File: config.mk
export PLATFORM = sky130hd
export DESIGN_NAME = shift_sequencer
export DESIGN_NICKNAME = d
export VERILOG_FILES = /design/src/rtl/shift_sequencer.sv
export SDC_FILE = /design/constraint.sdc
export NUM_CORES = 1
export LEC_CHECK = 0
export CORE_ASPECT_RATIO = 0.8
export CORE_UTILIZATION = 40
export CTS_CLUSTER_SIZE = 12
export DETAILED_ROUTE_END_ITERATION = 16
export PLACE_DENSITY = 0.69
export SLEW_MARGIN = 5
export SYNTH_ARGS = -nofsm -noshare
export SYNTH_HDL_FRONTEND = slang
export SYNTH_SLANG_ARGS = --single-unit
File: constraint.sdc
create_clock -name clk_i -period 1.7 [get_ports clk_i]
set_clock_uncertainty 0.2 [all_clocks]
set_input_delay 0.425 -clock clk_i [delete_from_list [all_inputs] [get_ports clk_i]]
set_output_delay 0.425 -clock clk_i [all_outputs]
set_load 0.02 [all_outputs]
File: src/rtl/shift_sequencer.sv
// shift_sequencer: multi-cycle shift engine.
//   Captures an operand on start_i and applies one single-bit shift per clock,
//   amount_i times, in one of four modes. The registered result appears on dout_o
//   together with a one-cycle done_o pulse.
// Ports:
//   clk_i     rising-edge clock
//   rst_i     synchronous reset, active-high; aborts any operation in flight
//   start_i   request; sampled only while busy_o=0
//   din_i     operand
//   amount_i  number of single-bit shifts (0..WIDTH-1)
//   mode_i    00 lsr, 01 asr, 10 lsl, 11 ror
//   busy_o    operation in progress (state != IDLE)
//   done_o    one-cycle pulse, dout_o holds the new result
//   dout_o    registered result, holds until the next done_o

// One-bit combinational shifter stage.
module shift_step #(
  parameter int WIDTH = 8
) (
  input  logic [WIDTH-1:0] s_i,
  input  logic [1:0]       mode_i,
  output logic [WIDTH-1:0] s_o
);
  always_comb begin
    s_o = s_i;
    unique case (mode_i)
      2'b00: s_o = {1'b0,         s_i[WIDTH-1:1]};
      2'b01: s_o = {s_i[WIDTH-1], s_i[WIDTH-1:1]};
      2'b10: s_o = {s_i[WIDTH-2:0], 1'b0};
      2'b11: s_o = {s_i[0],       s_i[WIDTH-1:1]};
      default: s_o = s_i;
    endcase
  end
endmodule

module shift_sequencer #(
  parameter int WIDTH = 8,
  parameter int AMT_W = 3
) (
  input  logic             clk_i,
  input  logic             rst_i,
  input  logic             start_i,
  input  logic [WIDTH-1:0] din_i,
  input  logic [AMT_W-1:0] amount_i,
  input  logic [1:0]       mode_i,
  output logic             busy_o,
  output logic             done_o,
  output logic [WIDTH-1:0] dout_o
);

  typedef enum logic [1:0] {
    IDLE  = 2'd0,
    SHIFT = 2'd1,
    DONE  = 2'd2
  } state_e;

  state_e           state_q, state_d;
  logic [WIDTH-1:0] shreg_q, shreg_d;
  logic [AMT_W-1:0] cnt_q,   cnt_d;
  logic [1:0]       mode_q,  mode_d;
  logic [WIDTH-1:0] dout_q,  dout_d;
  logic [WIDTH-1:0] step_res;

  shift_step #(.WIDTH(WIDTH)) u_step (
    .s_i    (shreg_q),
    .mode_i (mode_q),
    .s_o    (step_res)
  );

  always_comb begin
    state_d = state_q;
    shreg_d = shreg_q;
    cnt_d   = cnt_q;
    mode_d  = mode_q;
    dout_d  = dout_q;
    unique case (state_q)
      IDLE: begin
        if (start_i) begin
          shreg_d = din_i;
          cnt_d   = amount_i;
          mode_d  = mode_i;
          if (amount_i == '0) begin
            // Zero-length op: operand passes straight to the result.
            state_d = DONE;
            dout_d  = din_i;
          end else begin
            state_d = SHIFT;
          end
        end
      end
      SHIFT: begin
        shreg_d = step_res;
        cnt_d   = cnt_q - AMT_W'(1);
        if (cnt_q == AMT_W'(1)) begin
          // Last step lands directly in the result register.
          state_d = DONE;
          dout_d  = step_res;
        end
      end
      DONE:    state_d = IDLE;
      default: state_d = IDLE;
    endcase
  end

  always_ff @(posedge clk_i) begin
    if (rst_i) begin
      state_q <= IDLE;
      shreg_q <= '0;
      cnt_q   <= '0;
      mode_q  <= '0;
      dout_q  <= '0;
    end else begin
      state_q <= state_d;
      shreg_q <= shreg_d;
      cnt_q   <= cnt_d;
      mode_q  <= mode_d;
      dout_q  <= dout_d;
    end
  end

  assign busy_o = (state_q != IDLE);
  assign done_o = (state_q == DONE);
  assign dout_o = dout_q;

endmodule

== Yosys cells after proc, flatten, opt, wreduce, memory -nomap -nowiden ==
Index checks and enable logic that the tools add are counted.

* Reductions and logical operators: 9
* Muxes and demuxes: 13
* Equality and inequality tests: 9
* Add/subtract/negate cells: 1

{| class="wikitable"
|+ Operator list
! kind !! number
|-
| 8-bit 2-to-1 mux || 4
|-
| 8-bit case mux with 2 select lines || 2
|-
| 8-bit case mux with 4 select lines || 1
|-
| 2-bit equality test, second input constant || 3
|-
| 2-bit 2-to-1 mux || 3
|-
| 2-bit != test, second input constant || 3
|-
| 3-bit case mux with 2 select lines || 1
|-
| 2-bit AND reduction || 3
|-
| 2-bit by 1-bit equality test with 1-bit output, second input constant || 2
|-
| 2-bit logical NOT || 2
|-
| 2-bit case mux with 2 select lines || 1
|-
| 4-bit AND reduction || 1
|-
| 2-bit nonzero test || 2
|-
| 3-bit by 1-bit equality test with 1-bit output, second input constant || 1
|-
| 3-bit logical NOT || 1
|-
| 3-bit 2-to-1 mux || 1
|-
| 3-bit by 1-bit subtractor with 3-bit output, second input constant || 1
|}

* Register bits: 23
* Logic and storage cells: 37
* Output and inout bits: 10

== Longest topological paths before layout ==
* Depth after elaboration: 4
* Gate-level depth with buffers: 7
* Mapped depth without buffers: 6

== Hierarchy ==
A second synthesis with hierarchy kept.

* Cell total of the unflattened synthesis: 138
* Area, all modules: 1302.5 sq um

{| class="wikitable"
|+ Modules (own cells, without submodules)
! module !! area an instance (sq um) !! instances !! seq. area each (sq um) !! cells each
|-
| shift_sequencer || 1181.1 || 1 || 460.4 || 127
|-
| shift_step || 121.4 || 1 || 0.0 || 11
|}

== Worst setup path after synthesis ==
No wires, ideal clock.

* Path kind: reg2reg
* Start point: register cnt_q[1]
* End point: register dout_q[3], in the netlist dout_o[3]
* Clock period less this slack: 1.630 ns
* Cell stages (with the launch flop): 8
* Library setup time: 0.117 ns
* Data arrival time: 1.312 ns
* Data required time: 1.383 ns
* Slack: 0.070 ns
* Buffers on the path: 1
* Cells stage by stage: dfxtp_1 > inv_1 > ha_1 > nor4bb_1 > o22a_2 > and2b_1 > buf_6 > a32o_1

* Word-level cells in the longest chain between the ends: 3

{| class="wikitable"
|+ RTL lines
! element !! RTL line !! text
|-
| start, declared || 59 || <nowiki>logic [AMT_W-1:0] cnt_q, cnt_d;</nowiki>
|-
| start signal, assigned || 115 || <nowiki>cnt_q <= cnt_d;</nowiki>
|-
| 3-bit by 1-bit equality test with 1-bit output || 94 || <nowiki>if (cnt_q == AMT_W'(1)) begin</nowiki>
|-
| 2-bit != test (no source line) || -- ||
|-
| 4-bit AND reduction (no source line) || -- ||
|-
| end signal, assigned || 117 || <nowiki>dout_q <= dout_d;</nowiki>
|-
| end, declared || 61 || <nowiki>logic [WIDTH-1:0] dout_q, dout_d;</nowiki>
|}

Every way passes these cells.
A chain may end at the register's enable or synchronous reset.

== Worst setup path after layout ==
Same ends and word-level chain as after synthesis.

==> metrics <==
leakage power 0.000703 µW; remaining antenna violation count after routing 0; Core Area between 2000 and 3000 µm²; share of the synthesized area in the top cell type 40.8%; Die X between 60 and 70 µm; EDFF count, synth 0; Worst R2R Setup Slack -0.03 ns; Placement Rows 16; share of layout cells above drive strength 1 31.9%; pre-CTS setup slack -0.444 ns; failing checks setup timing; Chip Height between 40 and 50 µm; Placed Instances 191; pwr dens 851 nW/µm²; synth warn 0; first-pass GRT wire length 4.82 mm; Die Area 3040 µm²; sequential cell area fraction in the yosys report 40.8%; Hold Crit Class primary input to flop; Worst setup EP type flop; Top FF cell, synth dfxtp_1; most common cell in the netlist dfxtp_1; NumNets Final about 180; worst hold path cell count 3; CTS Root Buffer Type clkbuf_4; Fmax between 500 and 600 MHz; non-filler cells, final 199; Final Hold Vio Count 0; critical path cell sequence inv_2 > ha_4 > nor4bb_4 > o22a_2 > and2b_2 > a32o_1; overall power about 1400 µW; GRT overflow 0; CTS tree done; WL final 2.96 mm; via/cell ratio 5.40; Commonest cells post-synth dfxtp_1 (23), nor2_1 (13), nand2_1 (11), a21oi_1 (8); Crit Path Max Fanout 8; Avg Inst Size Synth 9.24 µm²; fin crit share 102%; status finished, violations left; Yosys reg bits 23; cts bufs inserted 3; Startpoint Class flop; syn_nets 140; Setup CP Type flop to flop; CP required approximately 1.7 ns; Sinks on Clock Net 23; final period demand of the worst path 1.73 ns; worst-margin pin slew 0.336 ns; clk_lat worst skew 0.32 ns; VDD IR max 0.497 mV; GRT Util Overall 21.4%; drt pass-1 iters 4; relative max-transition margin 77.6%; largest net degree at the start of global routing 13; asr flop ratio synth 0%; Clock transition at path regs about 0.12 ns; count of pins over their slew limit 0; worst reg2reg path depth 6; Post-DP HPWL about 2.2 mm; diodes inserted 0; Buffers on Ports 25; Initial Util 44.0%; crit path DAT 1.74 ns; CP max stage delay ~0.34 ns; vias 1074; most area-consuming cells after synthesis dfxtp_1 (41%), mux2i_1 (5.3%), nor2_1 (4.3%), a211oi_1 (4.0%), nor3b_1 (4.0%); Layout Area Growth over Synthesis 43.2%; DRT iter0 DRCs 64; # setup viols final 2; Mapped Cells 122; max-cap violations 0; CP max stage cell dfxtp_2; H-Tree Level Count 1; clk buf depth 2; RSZ-0062 raised after global routing true; Placer Congestion 0.784; library cells used by synthesis 33; wire per inst 14.9 µm; vias in the first global route 1058; fin worst setup slack -0.0257 ns; Yosys top cell by area dfxtp_1; Synth Cell Area 1130 µm²; IO Count 26; initial antenna violation count 0; DRC violations left 0
-- power by group --
part	internal [µW]	switching (µW)	total (µW)	leakage, µW
clock network	91.8	168	260	0.0000150
registers	601	47.0	648	0.000191
logic	237	229	465	0.000497
total	929	444	1370	0.000703
-- repair_timing --
action	4_1_cts	5_1_grt
resized for setup	25	16
pin swaps	1	5
hold buffers	0	0
setup endpoints to repair	18	12
buffers inserted	1	3
-- final cells by class --
type | count | area, µm²
Clock buffer | 4 | 26.3
Fill cell | 246 | 948
Inverter | 4 | 15.0
Multi-Input combinational cell | 88 | 677
Sequential cell | 23 | 468
Tap cell | 36 | 45.0
Timing Repair Buffer | 44 | 383
-- worst paths after layout --
kind	end	startpoint
worst max register to register	dout_o[3]	cnt_q[1]
worst min register to register	dout_o[6]	dout_o[6]
worst max-delay path	dout_o[3]	cnt_q[1]
worst min-delay path	cnt_q[2]	amount_i[2]
-- worst max-delay path: cells and delay by family, from the launching register on --
kind | cells | cell delay (ns)
AO/OA/AOI/OAI | 2 | 0.48
AND/OR/NAND/NOR | 2 | 0.41
flip-flops | 1 | 0.34
adder cells (fa/ha/maj) | 1 | 0.15
buffers and inverters | 1 | 0.05
-- cell families (layout without fill, tap and decap cells) --
family                     Yosys count  in the layout  synth area share, %
buffers and inverters               11             52                 5.33
AOI/OAI and AO/OA                   33             33                 22.6
muxes                                7              7                 6.33
DFF                                 23             23                 40.8
and+or+nand+nor                     46             46                 22.6
adders and majority gates            2              2                 2.22
-- routing by layer --
metal	global-route usage, %	part of all wire, %	wire [µm]	up-vias
li1	-	-	-	522
met1	28.5	45	1330	506
met2	34.2	48	1420	42
met3	5.25	6.0	179	4
met4	5.93	0.98	29	0
met5	0	0	0	-
-- state kept, by name, summed over array words and instances, names as in the netlist --
register	flops
cnt_q	3
dout_o	8
mode_q	2
shreg_q	8
state_q	2
-- through the flow --
stage	hold slack, ns	util [%]	TNS, ns	area (µm²)
after floorplan	0.245	-	0	1130
after global placement	0.251	58.2	-5.82	1490
after detailed placement	0.258	58.2	-6.10	1490
after CTS	0.280	59.3	0	1520
after global routing	0.291	63.0	-0.224	1610
final	0.278	63.0	-0.0492	1610
-- placed cells by master (no fill, tap or decap), types with 3 or more instances in the layout --
cell	n
dfxtp_1	19
buf_4	18
nor2_1	11
nand2_1	11
clkdlybuf4s50_1	11
dlygate4sd2_1	9
a21oi_1	8
mux2i_1	6
nor3b_1	6
nand2b_1	5
a211oi_1	4
a31o_2	4
a32o_1	4
inv_1	3
a22o_2	3
clkbuf_4	3
dfxtp_2	3
dlymetal6s2s_1	3
No activity file was read; power rests on OpenSTA's default activity.
